[src/rtl/mem_arbiter.sv]
// Round-robin arbiter sharing one memory port between the CPU (m0) and the
// debug loader (m1); one transaction in flight, aborted after TIMEOUT cycles.
module mem_arbiter #(
  parameter int AW      = 32,
  parameter int DW      = 32,
  parameter int TIMEOUT = 255,
  parameter int CW      = 8
) (
  input  logic            clk,
  input  logic            rst,

  input  logic            m0_req,
  input  logic            m0_we,
  input  logic [AW-1:0]   m0_addr,
  input  logic [DW-1:0]   m0_wdata,
  input  logic [DW/8-1:0] m0_be,
  output logic            m0_gnt,
  output logic            m0_done,
  output logic            m0_err,
  output logic [DW-1:0]   m0_rdata,

  input  logic            m1_req,
  input  logic            m1_we,
  input  logic [AW-1:0]   m1_addr,
  input  logic [DW-1:0]   m1_wdata,
  input  logic [DW/8-1:0] m1_be,
  output logic            m1_gnt,
  output logic            m1_done,
  output logic            m1_err,
  output logic [DW-1:0]   m1_rdata,

  output logic            mem_req,
  output logic            mem_we,
  output logic [AW-1:0]   mem_addr,
  output logic [DW-1:0]   mem_wdata,
  output logic [DW/8-1:0] mem_be,
  input  logic            mem_ack,
  input  logic [DW-1:0]   mem_rdata
);

  typedef enum logic [1:0] {
    IDLE  = 2'd0,
    BUSY0 = 2'd1,
    BUSY1 = 2'd2
  } state_t;

  state_t        state, state_nxt;
  logic          last;         // 1: m1 won the previous grant, so m0 wins a tie
  logic [CW-1:0] cnt;
  logic          timeout_hit;
  logic          finish;

  assign timeout_hit = (cnt == CW'(TIMEOUT - 1));
  assign finish      = mem_req && (mem_ack || timeout_hit);
  assign mem_req     = (state != IDLE);

  // NOTE: every signal written here gets a default first, so no path leaves
  // it unassigned and no latch is inferred.
  always_comb begin
    m0_gnt    = 1'b0;
    m1_gnt    = 1'b0;
    state_nxt = state;
    case (state)
      IDLE: begin
        // No acceptance while reset is held: nothing would be captured.
        if (!rst) begin
          m0_gnt = m0_req && (!m1_req || last);
          m1_gnt = m1_req && (!m0_req || !last);
        end
        if (m0_gnt)      state_nxt = BUSY0;
        else if (m1_gnt) state_nxt = BUSY1;
      end
      BUSY0, BUSY1: begin
        if (mem_ack || timeout_hit) state_nxt = IDLE;
      end
      default: state_nxt = IDLE;
    endcase
  end

  // NOTE: sequential state uses non-blocking assignments so every register
  // samples pre-edge values regardless of statement order.
  always_ff @(posedge clk) begin
    if (rst) state <= IDLE;
    else     state <= state_nxt;
  end

  always_ff @(posedge clk) begin
    if (rst) begin
      last      <= 1'b1;
      cnt       <= '0;
      mem_we    <= 1'b0;
      mem_addr  <= '0;
      mem_wdata <= '0;
      mem_be    <= '0;
      m0_done   <= 1'b0;
      m0_err    <= 1'b0;
      m0_rdata  <= '0;
      m1_done   <= 1'b0;
      m1_err    <= 1'b0;
      m1_rdata  <= '0;
    end else begin
      m0_done <= 1'b0;
      m1_done <= 1'b0;
      if (m0_gnt) begin
        mem_we    <= m0_we;
        mem_addr  <= m0_addr;
        mem_wdata <= m0_wdata;
        mem_be    <= m0_be;
        last      <= 1'b0;
        cnt       <= '0;
      end else if (m1_gnt) begin
        mem_we    <= m1_we;
        mem_addr  <= m1_addr;
        mem_wdata <= m1_wdata;
        mem_be    <= m1_be;
        last      <= 1'b1;
        cnt       <= '0;
      end else if (finish) begin
        // An ack on the timeout edge wins: err only when no ack arrived.
        if (state == BUSY0) begin
          m0_done <= 1'b1;
          m0_err  <= !mem_ack;
          if (mem_ack && !mem_we) m0_rdata <= mem_rdata;
        end else begin
          m1_done <= 1'b1;
          m1_err  <= !mem_ack;
          if (mem_ack && !mem_we) m1_rdata <= mem_rdata;
        end
      end else if (mem_req) begin
        cnt <= cnt + 1'b1;
      end
    end
  end

endmodule
[config.mk]
export PLATFORM = sky130hd
export DESIGN_NAME = mem_arbiter
export DESIGN_NICKNAME = d
export VERILOG_FILES = /design/src/rtl/mem_arbiter.sv
export SDC_FILE = /design/constraint.sdc
export NUM_CORES = 1
export LEC_CHECK = 0
export ABC_CLOCK_PERIOD_IN_PS = 2300
export CORE_AREA = 2 2 122 124
export DETAILED_ROUTE_END_ITERATION = 12
export DIE_AREA = 0 0 124 126
export DONT_BUFFER_PORTS = 1
export GPL_TIMING_DRIVEN = 1
export HOLD_SLACK_MARGIN = 0.02
export REMOVE_ABC_BUFFERS = 1
export SYNTH_ARGS = -nofsm -noshare
export SYNTH_HDL_FRONTEND = slang
export SYNTH_SLANG_ARGS = --single-unit
[constraint.sdc]
create_clock -name clk -period 2.3 [get_ports clk]
set_input_delay 0.23 -clock clk [delete_from_list [all_inputs] [get_ports clk]]
set_output_delay 0.23 -clock clk [all_outputs]
set_load 0.05 [all_outputs]
; After elaboration in Yosys (flattened, before gate mapping)
; Cells that the tools add are included.
[word_totals]
reg_bits = 148
latch_bits = 0
ramBits = 0
mem_bits_ro = 0
inputBits = 175
out_inout_bits = 140
n_memories = 0
[op_classes]
addsub = 1
multipliers = 0
div = 0
order_cmp = 0
n_eq_ne = 5
n_shift = 0
muxes = 22
bitwise_logic = 4
n_reduce_logical = 24
[op_table]
columns = op, count
row1 = 2-to-1 mux 32 bit, 4
row2 = 2-to-1 mux 1 bit, 12
row3 = AND reduction 5 bit, 2
row4 = adder 8 x 1 -> 8 bit (second input constant), 1
row5 = equality test 8 bit (second input constant), 1
row6 = 2-to-1 mux 4 bit, 2
row7 = AND reduction 4 bit, 2
row8 = 2-to-1 mux 2 bit, 3
row9 = logical NOT 1 bit, 5
row10 = logical AND 1 bit, 4
row11 = NOT 1 bit, 4
row12 = case mux 2 bit (2 select lines), 1
row13 = AND reduction 2 bit, 2
row14 = nonzero test 2 bit, 2
row15 = OR reduction 4 bit, 1
row16 = logical OR 1 bit, 3
row17 = inequality test 3 bit (second input constant), 1
row18 = OR reduction 3 bit, 1
row19 = equality test 2 x 1 -> 1 bit (second input constant), 1
row20 = equality test 2 bit (second input constant), 1
row21 = logical NOT 2 bit, 1
row22 = inequality test 2 bit (second input constant), 1
row23 = OR reduction 2 bit, 1

; Longest topological paths before layout
; Gate-level depths: netlist of the first run.
[logic_depth]
ltp_word = 8
ltp_mapped = 8

; Least setup slack after synthesis of the first run
; Ideal clock, no wire load.
[synth_path]
kind = register -> register
start = reg state[0]
end = reg state[0]
setup_time_ps = 117
arrival_time_ps = 1749
setup_slack_ps = 433
stages_incl_launch_ff = 9
synth_period_minus_slack_ps = 1867
path_cell_list = dfxtp_1 inv_1 ha_1 buf_6 nand4_1 buf_2 buf_2 inv_1 a32o_1
[synth_via]
elab_chain_cells = 4
word_cells_on_any_way = 8
[synth_lines]
columns = element, line_no
row1 = "start, declared", 47  ; state_t state, state_nxt;
row2 = "start signal, assigned", 84  ; else state <= state_nxt;
row3 = equality test 2 x 1 -> 1 bit or equality test 2 bit (tied branches), 63  ; case (state)
row4 = OR reduction 2 bit, 63
row5 = inequality test 2 bit (no line), n/a
row6 = AND reduction 2 bit (no line), n/a
; Parallel ways exist; a longest one is shown, timed or not.
; A chain may end at the register's enable or synchronous reset.

; Worst setup path after layout of the first run
[layout_path]
start = reg state[0]
end = reg mem_wdata[22]
[layout_via]
elab_chain_cells = 3
word_cells_on_any_way = 5
[layout_lines]
columns = element, line_no
row1 = logical NOT 2 bit *, 63
row2 = 2-to-1 mux 1 bit, 63
row3 = 2-to-1 mux 32 bit or nonzero test 2 bit (tied branches), n/a
row4 = "end signal, assigned", 107  ; mem_wdata <= m0_wdata;
row5 = "end signal, assigned", 114  ; mem_wdata <= m1_wdata;
row6 = "end, declared", 35  ; output logic [DW-1:0] mem_wdata,
; Every way passes the cells marked *; elsewhere a longest branch is shown, timed or not.

==> metrics list, run 1 <==
- Run status: complete, no violations
- On the final layout, the worst clock skew is 9.929 ps.
* Post-synthesis sequential area ratio: 50.12%
- Peak ir drop on the vdd network: 0.4897 mV
* Pwr dens: 991.3 nW/um2
- Sequential cells account for 48.7% of the total power.
- R2r startpoint: state[0]$_SDFFE_PP0P_
- WP data arrival: 2470 ps
- Capturing instance or port of the critical path: mem_wdata[22]$_SDFFE_PP0P_
- Count of unresolved DRC violations after routing: 0
- Worst-case hold slack: 39.89 ps
- Number of levels the H-tree was split into: 4
- Crit. Startpoint: state[0]$_SDFFE_PP0P_
- Across all register-to-register paths, the minimum setup slack is 120 ps.
* Library cell with the largest summed area after synthesis: sky130_fd_sc_hd__dfxtp_1
- Once detailed placement completed, the half-perimeter wirelength came to 11,720 um.
- Of the post-synthesis cell area, the dominant cell type holds 50.12%.
* Most numerous cell types in the synthesized netlist: sky130_fd_sc_hd__dfxtp_1, sky130_fd_sc_hd__nand2_1, sky130_fd_sc_hd__o21ai_0
- Sw Ratio: 32.93%
* Final critical-path setup slack: 123.6 ps
- In this run the cell area of the synthesized design comes to 5912 um2.
- In the final layout, the share of cells above drive strength 1 is 7.170%.
- Synth warn: 0
* Placed Cells incl. Taps: 823
* Post-layout min period: 2176 ps
- Antenna cell count: 0
- Final nets: 962
* Per-instance average area after synthesis: 8.758 um2
- Maximum clock insertion buffer count: 2
* Number of hold violations in the final report: 0
* Vertical die dimension: 126 um
* Vias in the first global route: 5,242
* Overall overflow remaining after global route: 0
- After detailed routing, the average wire length per cell comes to 18.49 um.
* Port bufs: 0
* Vias per cell: 5.508
* Clock Power Share: 38.5%
- Largest net degree at the start of global routing: 69
- The final-report max-slew violation count came to 0.
* Sw power: 2.623 mW
- Measured on the finished design, the core utilization comes to 56.13%.
- After clock tree synthesis, the clock-pin slew on the worst setup and hold paths is 60 ps.
- Placement Cell Area: 6083 um2
- Logic depth of the worst path, buffers included: 8
- The worst setup path is captured at a register.
- The root buffer cell chosen for the clock tree is sky130_fd_sc_hd__clkbuf_16.
* Nature of the critical path startpoint: register
* Max Clock Freq: 0.4595 GHz
- Cell variety after synth: 40
* Type of the tightest min-delay check: input port to register
* Overall fraction of global-route tracks in use: 22.43%
- In this run the count of I/O pins placed on the die edge is 315.
- Top delay family on crit path: buffers and inverters
- By startpoint and endpoint, the worst setup path is classified as register to register.
- DIE WIDTH: 124 um
* Number of buffers added for setup after CTS: 0
- Reg-to-reg critical path endpoint: mem_wdata[22]$_SDFFE_PP0P_
- Setup TNS: 0 ps
- Count of clock tree sinks: 148
- In this design, the stage delay of the slowest critical-path cell is 580 ps.
- TritonCTS built the clock tree.
* Total detailed-routing wirelength: 18,100 um
- Router iterations before antenna repair: 5
- Buffers inserted during clock tree synthesis total 17.
- After the flow finishes, the layout carries non-filler instances totaling 979.
* Area Growth Syn to Fin: 35.89%
* Combinational share of power: 12.8%
- Leakage: 3.317 nW
* Std-Cell Core Area: 14,310 um2
- The worst path uses 94.62% of the clock period.
- Summing over every cut layer, the via total after detailed routing is 5,392.
- Once the floorplan was initialized, standard cells occupied 41.30% of the core.
* Internal Pwr Total: 5.342 mW
- Maximum fanout count along the critical path: 20
- Series of cell instances along the critical path: inv_1, ha_4, nand4_1, buf_12, buf_8, mux2i_1, dlygate4sd3_1, o21ai_0
- Final count of negative-setup-slack endpoints: 0
- The floorplan step defined a die boundary enclosing 15,620 um2.
* Dominant cell by count in the synthesized netlist: sky130_fd_sc_hd__dfxtp_1
- Counting flops and latches in the post-synthesis netlist gives 148.
- Total power consumption of the routed design: 7.964 mW
* Initial antenna violation count: 0
- Logic depth of the worst register-to-register path: 8
- Top area cells in the synthesized netlist: sky130_fd_sc_hd__dfxtp_1, sky130_fd_sc_hd__mux2i_1, sky130_fd_sc_hd__nand2_1
* Final design area excluding fillers: 8034 um2
* Worst path buffer plus inverter count: 4
* Insertion delay of the later-clocked pin in the worst-skew pair: 410 ps
- Placement Setup Slack: 300.8 ps
* Violation count after the first detailed-route iteration: 211
* WHS Path Cells: 2
- Antenna viol nets, final: 0
* RePlAce Congestion: 0.8105
- The tool flagged a number of max-cap violations equal to 0.
- In this run the tightest slew margin relative to its limit is 53.47%.
- Actual slew at the worst max-slew pin: 697.9 ps
- Gate count after technology mapping: 675
- Placement Rows: 44
- Worst endpoint required time: 2600 ps
* Number of enable flip-flop cells after synthesis: 0
- Global-route wire length before repair: 26,930 um
- Critical-path top delay cell: sky130_fd_sc_hd__dlygate4sd3_1
* Top FF cell, synth: sky130_fd_sc_hd__dfxtp_1
- Post-synth ARST share: 0%
==> power by group through the flow <==
stage	combinational (mW)	sequential (mW)	clock, mW
floorplan	0.587	3.85	0
detailed placement	0.767	3.94	0
global route	1.12	3.90	3.24
finish	1.02	3.88	3.06
CTS	0.992	3.88	3.11
global placement	0.732	3.93	0
==> flip-flops by register name (all words and copies together) (netlist names), 2 cells and up <==
signal,cells
mem_addr,32
m1_rdata,32
m0_rdata,32
mem_be,4
mem_wdata,32
state,2
cnt,8
==> worst min path at each step <==
stage / to / slack, ps / startpoint
after floorplan: m0_rdata[0]$_SDFFE_PP0P_ / 300 / rst
after detailed placement: m1_rdata[24]$_SDFFE_PP0P_ / 310 / rst
after CTS: mem_addr[29]$_SDFFE_PP0P_ / 20 / m0_addr[29]
final: mem_addr[16]$_SDFFE_PP0P_ / 40 / m0_addr[16]
after global placement: m1_rdata[9]$_SDFFE_PP0P_ / 310 / rst
after global routing: mem_addr[30]$_SDFFE_PP0P_ / 40 / m0_addr[30]
==> worst reg2reg max path, cell delays in order (launching register included) <==
cell	delay (ps)
sky130_fd_sc_hd__dfxtp_1	360
sky130_fd_sc_hd__inv_1	80
sky130_fd_sc_hd__ha_4	210
sky130_fd_sc_hd__nand4_1	130
sky130_fd_sc_hd__buf_12	210
sky130_fd_sc_hd__buf_8	200
sky130_fd_sc_hd__mux2i_1	230
sky130_fd_sc_hd__dlygate4sd3_1	580
sky130_fd_sc_hd__o21ai_0	70
==> area by class of cell <==
type,instances,area (um2)
multi-input cells,464,2676
fillers,1213,6280
well taps,184,230.2
clock buffers,23,488.0
repair buffers,145,1479
flip-flops and latches,148,2963
clock inverters,8,171.4
inverters,7,26.28
==> repair_timing <==
item | CTS | global route
cloned | 0 | 0
endpoints found under the hold margin | 113 | 1
resized for setup | 1 | 4
hold buffers | 124 | 1
setup endpoints to repair | 1 | 12
==> per-layer routing <==
metal / wire length, um / GRT usage, %
met5: 0 / 0
met4: 839 / 12.36
met3: 1600 / 7.292
met2: 8869 / 38.46
met1: 6790 / 24.09
==> cell usage in the layout (no fill, tap or decap), types with 2 or more instances in the layout <==
master                            n
sky130_fd_sc_hd__nand2_1        133
sky130_fd_sc_hd__inv_1            6
sky130_fd_sc_hd__o21ai_0         72
sky130_fd_sc_hd__nor2_1           8
sky130_fd_sc_hd__nand3b_1         2
sky130_fd_sc_hd__nand2b_1         2
sky130_fd_sc_hd__clkbuf_16       17
sky130_fd_sc_hd__clkbuf_1         2
sky130_fd_sc_hd__dlygate4sd3_1  123
sky130_fd_sc_hd__a211oi_1         5
sky130_fd_sc_hd__buf_12           4
sky130_fd_sc_hd__a21oi_1         70
sky130_fd_sc_hd__mux2i_1         69
sky130_fd_sc_hd__clkbuf_8         4
sky130_fd_sc_hd__bufinv_16        5
sky130_fd_sc_hd__xnor2_1          3
sky130_fd_sc_hd__buf_4           15
sky130_fd_sc_hd__dfxtp_1        148
sky130_fd_sc_hd__nand3_1         70
sky130_fd_sc_hd__and3_1           6
sky130_fd_sc_hd__ha_1             3
==> cell families after synthesis <==
family                   share of synthesized area (%)
AO/OA/AOI/OAI                                    14.58
XOR/XNOR                                        0.5927
adder cells (fa/ha/maj)                         0.8466
buffers and inverters                            4.974
flip-flops                                       50.12
multiplexers                                     11.68
AND/OR/NAND/NOR                                  17.21
Note: power is estimated with default switching activity, not from simulation.
==> inputs of run 2 (changes only) <==
Settings changed: ABC_CLOCK_PERIOD_IN_PS 2300 to 1700.
Clock period 2.3 ns to 1.7 ns, I/O delays scaled along.
==> run 2 against run 1 <==
The flow now finishes with violations (negative setup slack). Maximum frequency rose by 12%. Utilization grew 10 points. Final cell count rose by 13%. Sequential cell count did not move. Hold slack improved by 13 ps. Final area rose by 18%. Global-route usage rose by 4.1 points. Sequential share of layout area decreased by 5.6 points. Combinational power increased to 2.5 times the previous value. Power grew 41%. Largest cell class unchanged. Highest routed layer unchanged.
==> metrics list, run 2 (synthesized netlist as in run 1, its figures left out) <==
- Run status: finished with violations
- Violations in the final reports: negative setup slack
- CP Capture Type: register
* Area Growth Syn to Fin: 60.28%
- Leaving out fill and tap cells, the most frequent cells in the layout are sky130_fd_sc_hd__dlygate4sd3_1, sky130_fd_sc_hd__dfxtp_1, sky130_fd_sc_hd__nand2_1.
- Share of layout cells above drive strength 1: 18.55%
- Counting both buffers and inverters, the worst setup path holds a total of 4.
- Largest net degree at the start of global routing: 70
* Final Core Density: 66.20%
* Clock Skew: 9.806 ps
- Router iterations before antenna repair: 7
- Leading cell type in the layout, fill and taps excluded: sky130_fd_sc_hd__dlygate4sd3_1
- From left edge to right edge, the die measures 124 um.
- After clock tree synthesis, the clock-pin slew on the worst setup and hold paths is 70 ps.
* Leakage: 3.927 nW
- Routability-driven placement finished with a final weighted congestion of 0.8300.
- The detailed router placed 6,333 vias in this run.
- Traced cell by cell, the critical path runs through inv_2, ha_4, nand4_1, buf_12, buf_16, buf_8, mux2i_1, o21ai_1.
- Buffers inserted during clock tree synthesis total 17.
* Post-layout min period: 1951 ps
- Count of clock tree sinks: 148
* Type of the tightest min-delay check: input port to register
* Std-Cell Core Area: 14,310 um2
- CTS tree: done
- In this run the remaining antenna-violating nets after routing total 0.
- STA classifies the critical path startpoint as a register.
- Worst slew slack as a fraction of its limit: 49.72%
- The H-tree was split into 4 levels.
- Actual slew at the worst max-slew pin: 754.2 ps
- Crit. Startpoint: state[1]$_SDFFE_PP0P_
- Top delay family on crit path: buffers and inverters
* Initial antenna violation count: 0
* Pwr dens: 1182 nW/um2
- In the final design database the tool counted 1,093 nets.
- Average detailed-routed wire length per instance: 21.16 um
* Final design area excluding fillers: 9475 um2
- The initial utilization of the core area, before any placement, comes to 41.30%.
- The startpoint identified for the worst hold timing path is rst.
- Maximum capacitance violations: 0
- Largest incremental delay on the critical path: 360 ps
- In the routed layout, each cell is associated on average with a via count of 5.700.
- By startpoint and endpoint, the worst setup path is classified as register to register.
* Maximum fanout count along the critical path: 14
* Number of hold violations in the final report: 0
* Worst-case hold slack: 53.10 ps
* Maximum clock insertion buffer count: 2
- Unrepaired setup endpoints after global routing: true
- For the worst-skew pair, the clock arrives at the later sink with an insertion delay of 430 ps.
- In this run the count of I/O pins placed on the die edge is 315.
- The startpoint identified for the worst register-to-register timing path is state[1]$_SDFFE_PP0P_.
- Overall fraction of global-route tracks in use: 26.55%
- Input and output buffers added on the ports amount to 0.
* Final critical-path setup slack: -250.5 ps
- Post-route fraction of the period consumed by the critical path: 114.7%
* Placement Rows: 44
- For the worst setup path, the data required time is 1970 ps.
- Total detailed-routing wirelength: 23,510 um
- The placed instances occupy a cell area of 6684 um2.
- Die ar.: 15,620 um2
* Pins over their slew limit: 0
- Max Clock Freq: 0.5127 GHz
- HPWL Detailed: 12,040 um
- After detailed routing, the number of remaining DRC violations is 0.
- The via count of the first global-routing pass was 6,133.
- Overall overflow remaining after global route: 0
- The first global-routing pass estimated 31,880 um of wire.
- Violation count after the first detailed-route iteration: 417
* CTS root buffer: sky130_fd_sc_hd__clkbuf_16
- Antenna cell count: 0
- WP data arrival: 2220 ps
* Vertical die dimension: 126 um
- Critical-path top delay cell: sky130_fd_sc_hd__mux2i_1
- Final count of negative-setup-slack endpoints: 2
* Peak ir drop on the vdd network: 0.6359 mV
## run 2: cell types whose count changed in the layout (fill, tap and decap cells not counted), moves of 3 or more
cell / before / now
sky130_fd_sc_hd__buf_4: 15 / 79
sky130_fd_sc_hd__dlygate4sd3_1: 123 / 175
sky130_fd_sc_hd__o21ai_0: 72 / 52
sky130_fd_sc_hd__o21ai_1: 0 / 18
sky130_fd_sc_hd__mux2i_1: 69 / 53
sky130_fd_sc_hd__mux2i_2: 0 / 10
sky130_fd_sc_hd__inv_6: 0 / 7
sky130_fd_sc_hd__mux2i_4: 0 / 6
sky130_fd_sc_hd__buf_12: 4 / 9
sky130_fd_sc_hd__buf_6: 0 / 3
sky130_fd_sc_hd__bufinv_16: 5 / 2
sky130_fd_sc_hd__clkbuf_16: 17 / 20
sky130_fd_sc_hd__clkbuf_8: 4 / 1
sky130_fd_sc_hd__inv_1: 6 / 3
## run 2: worst min-delay path, cell delays in order
cell and delay, ps:
sky130_fd_sc_hd__inv_2 70, sky130_fd_sc_hd__o2111ai_2 100, sky130_fd_sc_hd__o31ai_2 70
## run 2: path summary, 6_finish.rpt
path                               end  slack (ps)  depth (start not counted)
min                cnt[7]$_SDFFE_PP0P_          50                          3
min reg2reg  m1_rdata[29]$_SDFFE_PP0P_         460                          2
max          mem_addr[18]$_SDFFE_PP0P_        -250                          8
max reg2reg  mem_addr[18]$_SDFFE_PP0P_        -250                          8
## run 2: metrics by stage
step,setup slack [ps],std cells,TNS (ps),power [mW]
floorplan,-3997,619,-303060,6.002
global placement,1.358,893,0,6.592
detailed placement,-93.54,893,-269.8,6.647
CTS,0.08749,1106,0,10.94
global route,-322.6,1111,-1535,11.54
finish,-250.5,1111,-364.1,11.20
## run 2: layout make-up
cell class	count	area (um2)
clock buffer	18	439.2
clock inverter	14	166.4
fill	1029	4838
inverter	7	31.28
multi-input combinational	464	2849
sequential	148	2965
tap	184	230.2
timing repair buffer	276	2794
## run 2: per-layer routing
layer | vias up | GRT usage, % | share of wire [%]
met5 | - | 0 | 0
met4 | 0 | 15.66 | 5.8
met3 | 112 | 7.292 | 9.8
met2 | 450 | 46.96 | 50
met1 | 2952 | 27.64 | 34
li1 | 2819 | - | -
## run 2: timing repair
action | 4_1_cts | 5_1_grt
setup buffers | 4 | 1
pin swaps | 2 | 4
cloned | 1 | 4
hold endpoints to repair | 142 | 0
hold buffers | 176 | 0
setup endpoints to repair | 18 | 99
resized for setup | 11 | 64
## run 2: report_power, final
| part | switching, mW | total (mW) | internal, mW |
|---|---|---|---|
| registers | 0.912 | 4.73 | 3.82 |
| logic | 1.52 | 2.59 | 1.07 |
| clock network | 1.63 | 3.88 | 2.25 |
| total | 4.06 | 11.2 | 7.14 |
==> inputs of run 3 (changes only) <==
Settings changed: GPL_ROUTABILITY_DRIVEN set to 0, PLACE_DENSITY_LB_ADDON set to 0.2, SLEW_MARGIN set to 20.
==> run 3 against run 2 <==
Critical path type unchanged. Routed wire length decreased by 6.1%. Final area increased by 1.3%. Sequential power about the same. Clock skew up 0.50 ps. Via count decreased by 2.1%. Final cell count increased by 1.2%. Sequential cell count unchanged. Combinational power is 2% higher. The flow still finishes with violations (negative setup slack). Utilization is 0.88 points higher. Register-to-register slack improved by 220 ps.
==> metrics list, run 3 (synthesized netlist as in run 1, its figures left out) <==
* Run status: finished with violations
* Violations in the final reports: negative setup slack
* Type of the tightest min-delay check: input port to register
* Number of levels the H-tree was split into: 4
* Maximum capacitance violations: 0
* Worst Path Class, Setup: register to register
- Max Clock Freq: 0.5786 GHz
- The die is 126 um tall.
* Peak ir drop on the vdd network: 0.8488 mV
- Total detailed-routing wirelength: 22,070 um
- Placement Setup Slack: -44.96 ps
- Insertion delay of the later-clocked pin in the worst-skew pair: 420 ps
- For this run, the number of standard cells in the final layout without fillers is 1,124.
- In this run, CTS created clock tree buffers numbering 17.
* Global-route wire length before repair: 29,880 um
* Maximum fanout count along the critical path: 10
* Overall fraction of global-route tracks in use: 25.05%
- Vias in the first global route: 5,929
* Final design area excluding fillers: 9602 um2
* Maximum clock insertion buffer count: 2
- Power spread over the standard cell area amounts to 1213 nW/um2.
- Number of hold violations in the final report: 0
- After filler insertion, the fill cell instance count of the layout stands at 1,001.
- The worst setup path is captured at a register.
* Area Growth Syn to Fin: 62.41%
- Pins over their slew limit: 0
* Initial antenna violation count: 0
- The top cell types in the final layout, fill and taps aside, are sky130_fd_sc_hd__dlygate4sd3_1, sky130_fd_sc_hd__dfxtp_1, sky130_fd_sc_hd__nand2_1.
* Final count of negative-setup-slack endpoints: 1
- Leading cell type in the layout, fill and taps excluded: sky130_fd_sc_hd__dlygate4sd3_1
* WHS Path Cells: 3
* R2r startpoint: state[1]$_SDFFE_PP0P_
* Placement Cell Area: 6724 um2
* Overall overflow remaining after global route: 0
* Share of layout cells above drive strength 1: 19.26%
- The routed design uses 1795 um of met3 wire.
- After layout, the minimum clock period comes to 1728 ps.
- Port buffering added 0 buffers.
- Startpoint of the most critical hold path: m1_req
- Largest net degree at the start of global routing: 68
- After detailed routing, the met2 layer carries 11,000 um of wire.
* HPWL Detailed: 11,830 um
- Worst endpoint required time: 2030 ps
* Router iterations before antenna repair: 5
* Sink of the worst hold path: state[1]$_SDFFE_PP0P_
* DIE WIDTH: 124 um
- Reg-to-reg critical path endpoint: mem_addr[17]$_SDFFE_PP0P_
* Clock transition at the register clock pins on the worst setup and hold paths after CTS: 70 ps
- CTS root buffer: sky130_fd_sc_hd__clkbuf_16
* I/O pin total: 315
* CTS tree: done
- Vias per cell: 5.519
* Post-Route M1 WL: 7930 um
- Antenna cell count: 0
- The initialized floorplan defines 44 standard-cell rows.
- The worst setup path is launched from a register.
- Post-route fraction of the period consumed by the critical path: 101.7%
- Violation count after the first detailed-route iteration: 351
- In this run the static leakage power is 4.103 nW.
- WP data arrival: 2060 ps
- In this run the remaining antenna-violating nets after routing total 0.
- Across all register-to-register paths, the minimum setup slack is -30 ps.
* Unrepaired setup endpoints after global routing: true
* Placed Cells incl. Taps: 895
- Starting Density: 41.30%
* Actual slew at the worst max-slew pin: 626.0 ps
- Across all setup checks in the final design, the least slack found is -28.23 ps.
- Std-Cell Core Area: 14,310 um2
* Clock Skew: 10.31 ps
* Number of vias in the routed layout: 6,203
* Average detailed-routed wire length per instance: 19.64 um
- Logic depth of the worst register-to-register path: 9
* Count of unresolved DRC violations after routing: 0
* Worst slew slack as a fraction of its limit: 58.21%
* Count of clock tree sinks: 148
- After the last flow step, the layout net total stands at 1,106.
* Die ar.: 15,620 um2
- Top metal layer carrying routed signals: met4
run 3: cell types whose count changed in the layout (fill, tap and decap cells not counted), sizes merged:
cell / change
buf: +13
bufbuf: -1
bufinv: +3
clkbuf: +4
clkinv: +1
clkinvlp: -1
dlygate4sd3: -2
inv: -4
run 3: what timing repair did:
| action | in CTS | in global routing |
|---|---|---|
| endpoints found under the setup margin | 67 | 95 |
| resized for setup | 8 | 46 |
| cloned | 0 | 9 |
| hold buffers | 174 | 0 |
| hold endpoints to repair | 144 | 0 |
| buffers inserted | 6 | 8 |
| pin swaps | 2 | 14 |
run 3: stage by stage:
step	util, %	setup TNS (ps)	total power [mW]	hold slack, ps
6_report	67.08	-28.23	11.65	76.24
5_1_grt	67.08	-643.2	12.01	71.04
4_1_cts	64.45	0	11.33	58.37
3_5_place_dp	46.98	-1080	6.685	248.4
3_3_place_gp	46.98	0	6.633	245.2
2_1_floorplan	-	-303060	6.002	239.1
run 3: worst max path at each step:
stage | from | end | slack, ps
4_1_cts | state[0]$_SDFFE_PP0P_ | m1_rdata[0]$_SDFFE_PP0P_ | 5
6_report | state[1]$_SDFFE_PP0P_ | mem_addr[17]$_SDFFE_PP0P_ | -30
2_1_floorplan | m1_req | cnt[6]$_SDFFE_PP0P_ | -4000
3_5_place_dp | state[1]$_SDFFE_PP0P_ | mem_wdata[25]$_SDFFE_PP0P_ | -40
3_3_place_gp | state[0]$_SDFFE_PP0P_ | cnt[7]$_SDFFE_PP0P_ | 20
5_1_grt | state[1]$_SDFFE_PP0P_ | mem_addr[17]$_SDFFE_PP0P_ | -100
run 3: routing by layer:
layer / vias to the layer above / track usage [%]
met3: 99 / 7.473
li1: 2842 / -
met2: 374 / 42.92
met5: - / 0
met1: 2888 / 26.17
met4: 0 / 16.59
run 3: area by class of cell:
cell class | count | area (um2) | area share (%)
tap | 184 | 230.2 | 2.398
clock inverter | 13 | 219.0 | 2.280
sequential | 148 | 2965 | 30.88
multi-input combinational | 464 | 2788 | 29.03
clock buffer | 19 | 452.9 | 4.717
inverter | 7 | 28.78 | 0.2997
timing repair buffer | 289 | 2918 | 30.39
run 3: critical path, stage by stage, from the launching register on:
cell	delay (ps)
sky130_fd_sc_hd__dfxtp_2	330
sky130_fd_sc_hd__inv_2	50
sky130_fd_sc_hd__ha_4	170
sky130_fd_sc_hd__buf_4	150
sky130_fd_sc_hd__o211ai_1	130
sky130_fd_sc_hd__buf_4	220
sky130_fd_sc_hd__clkbuf_16	160
sky130_fd_sc_hd__buf_12	120
sky130_fd_sc_hd__nand3_1	140
sky130_fd_sc_hd__o21ai_0	160
run 3: power breakdown:
group | switching, mW | leakage (nW) | internal [mW]
combinational | 1.48 | 2.57 | 1.15
sequential | 0.918 | 1.21 | 3.82
clock | 1.56 | 0.324 | 2.71
total | 3.96 | 4.10 | 7.68
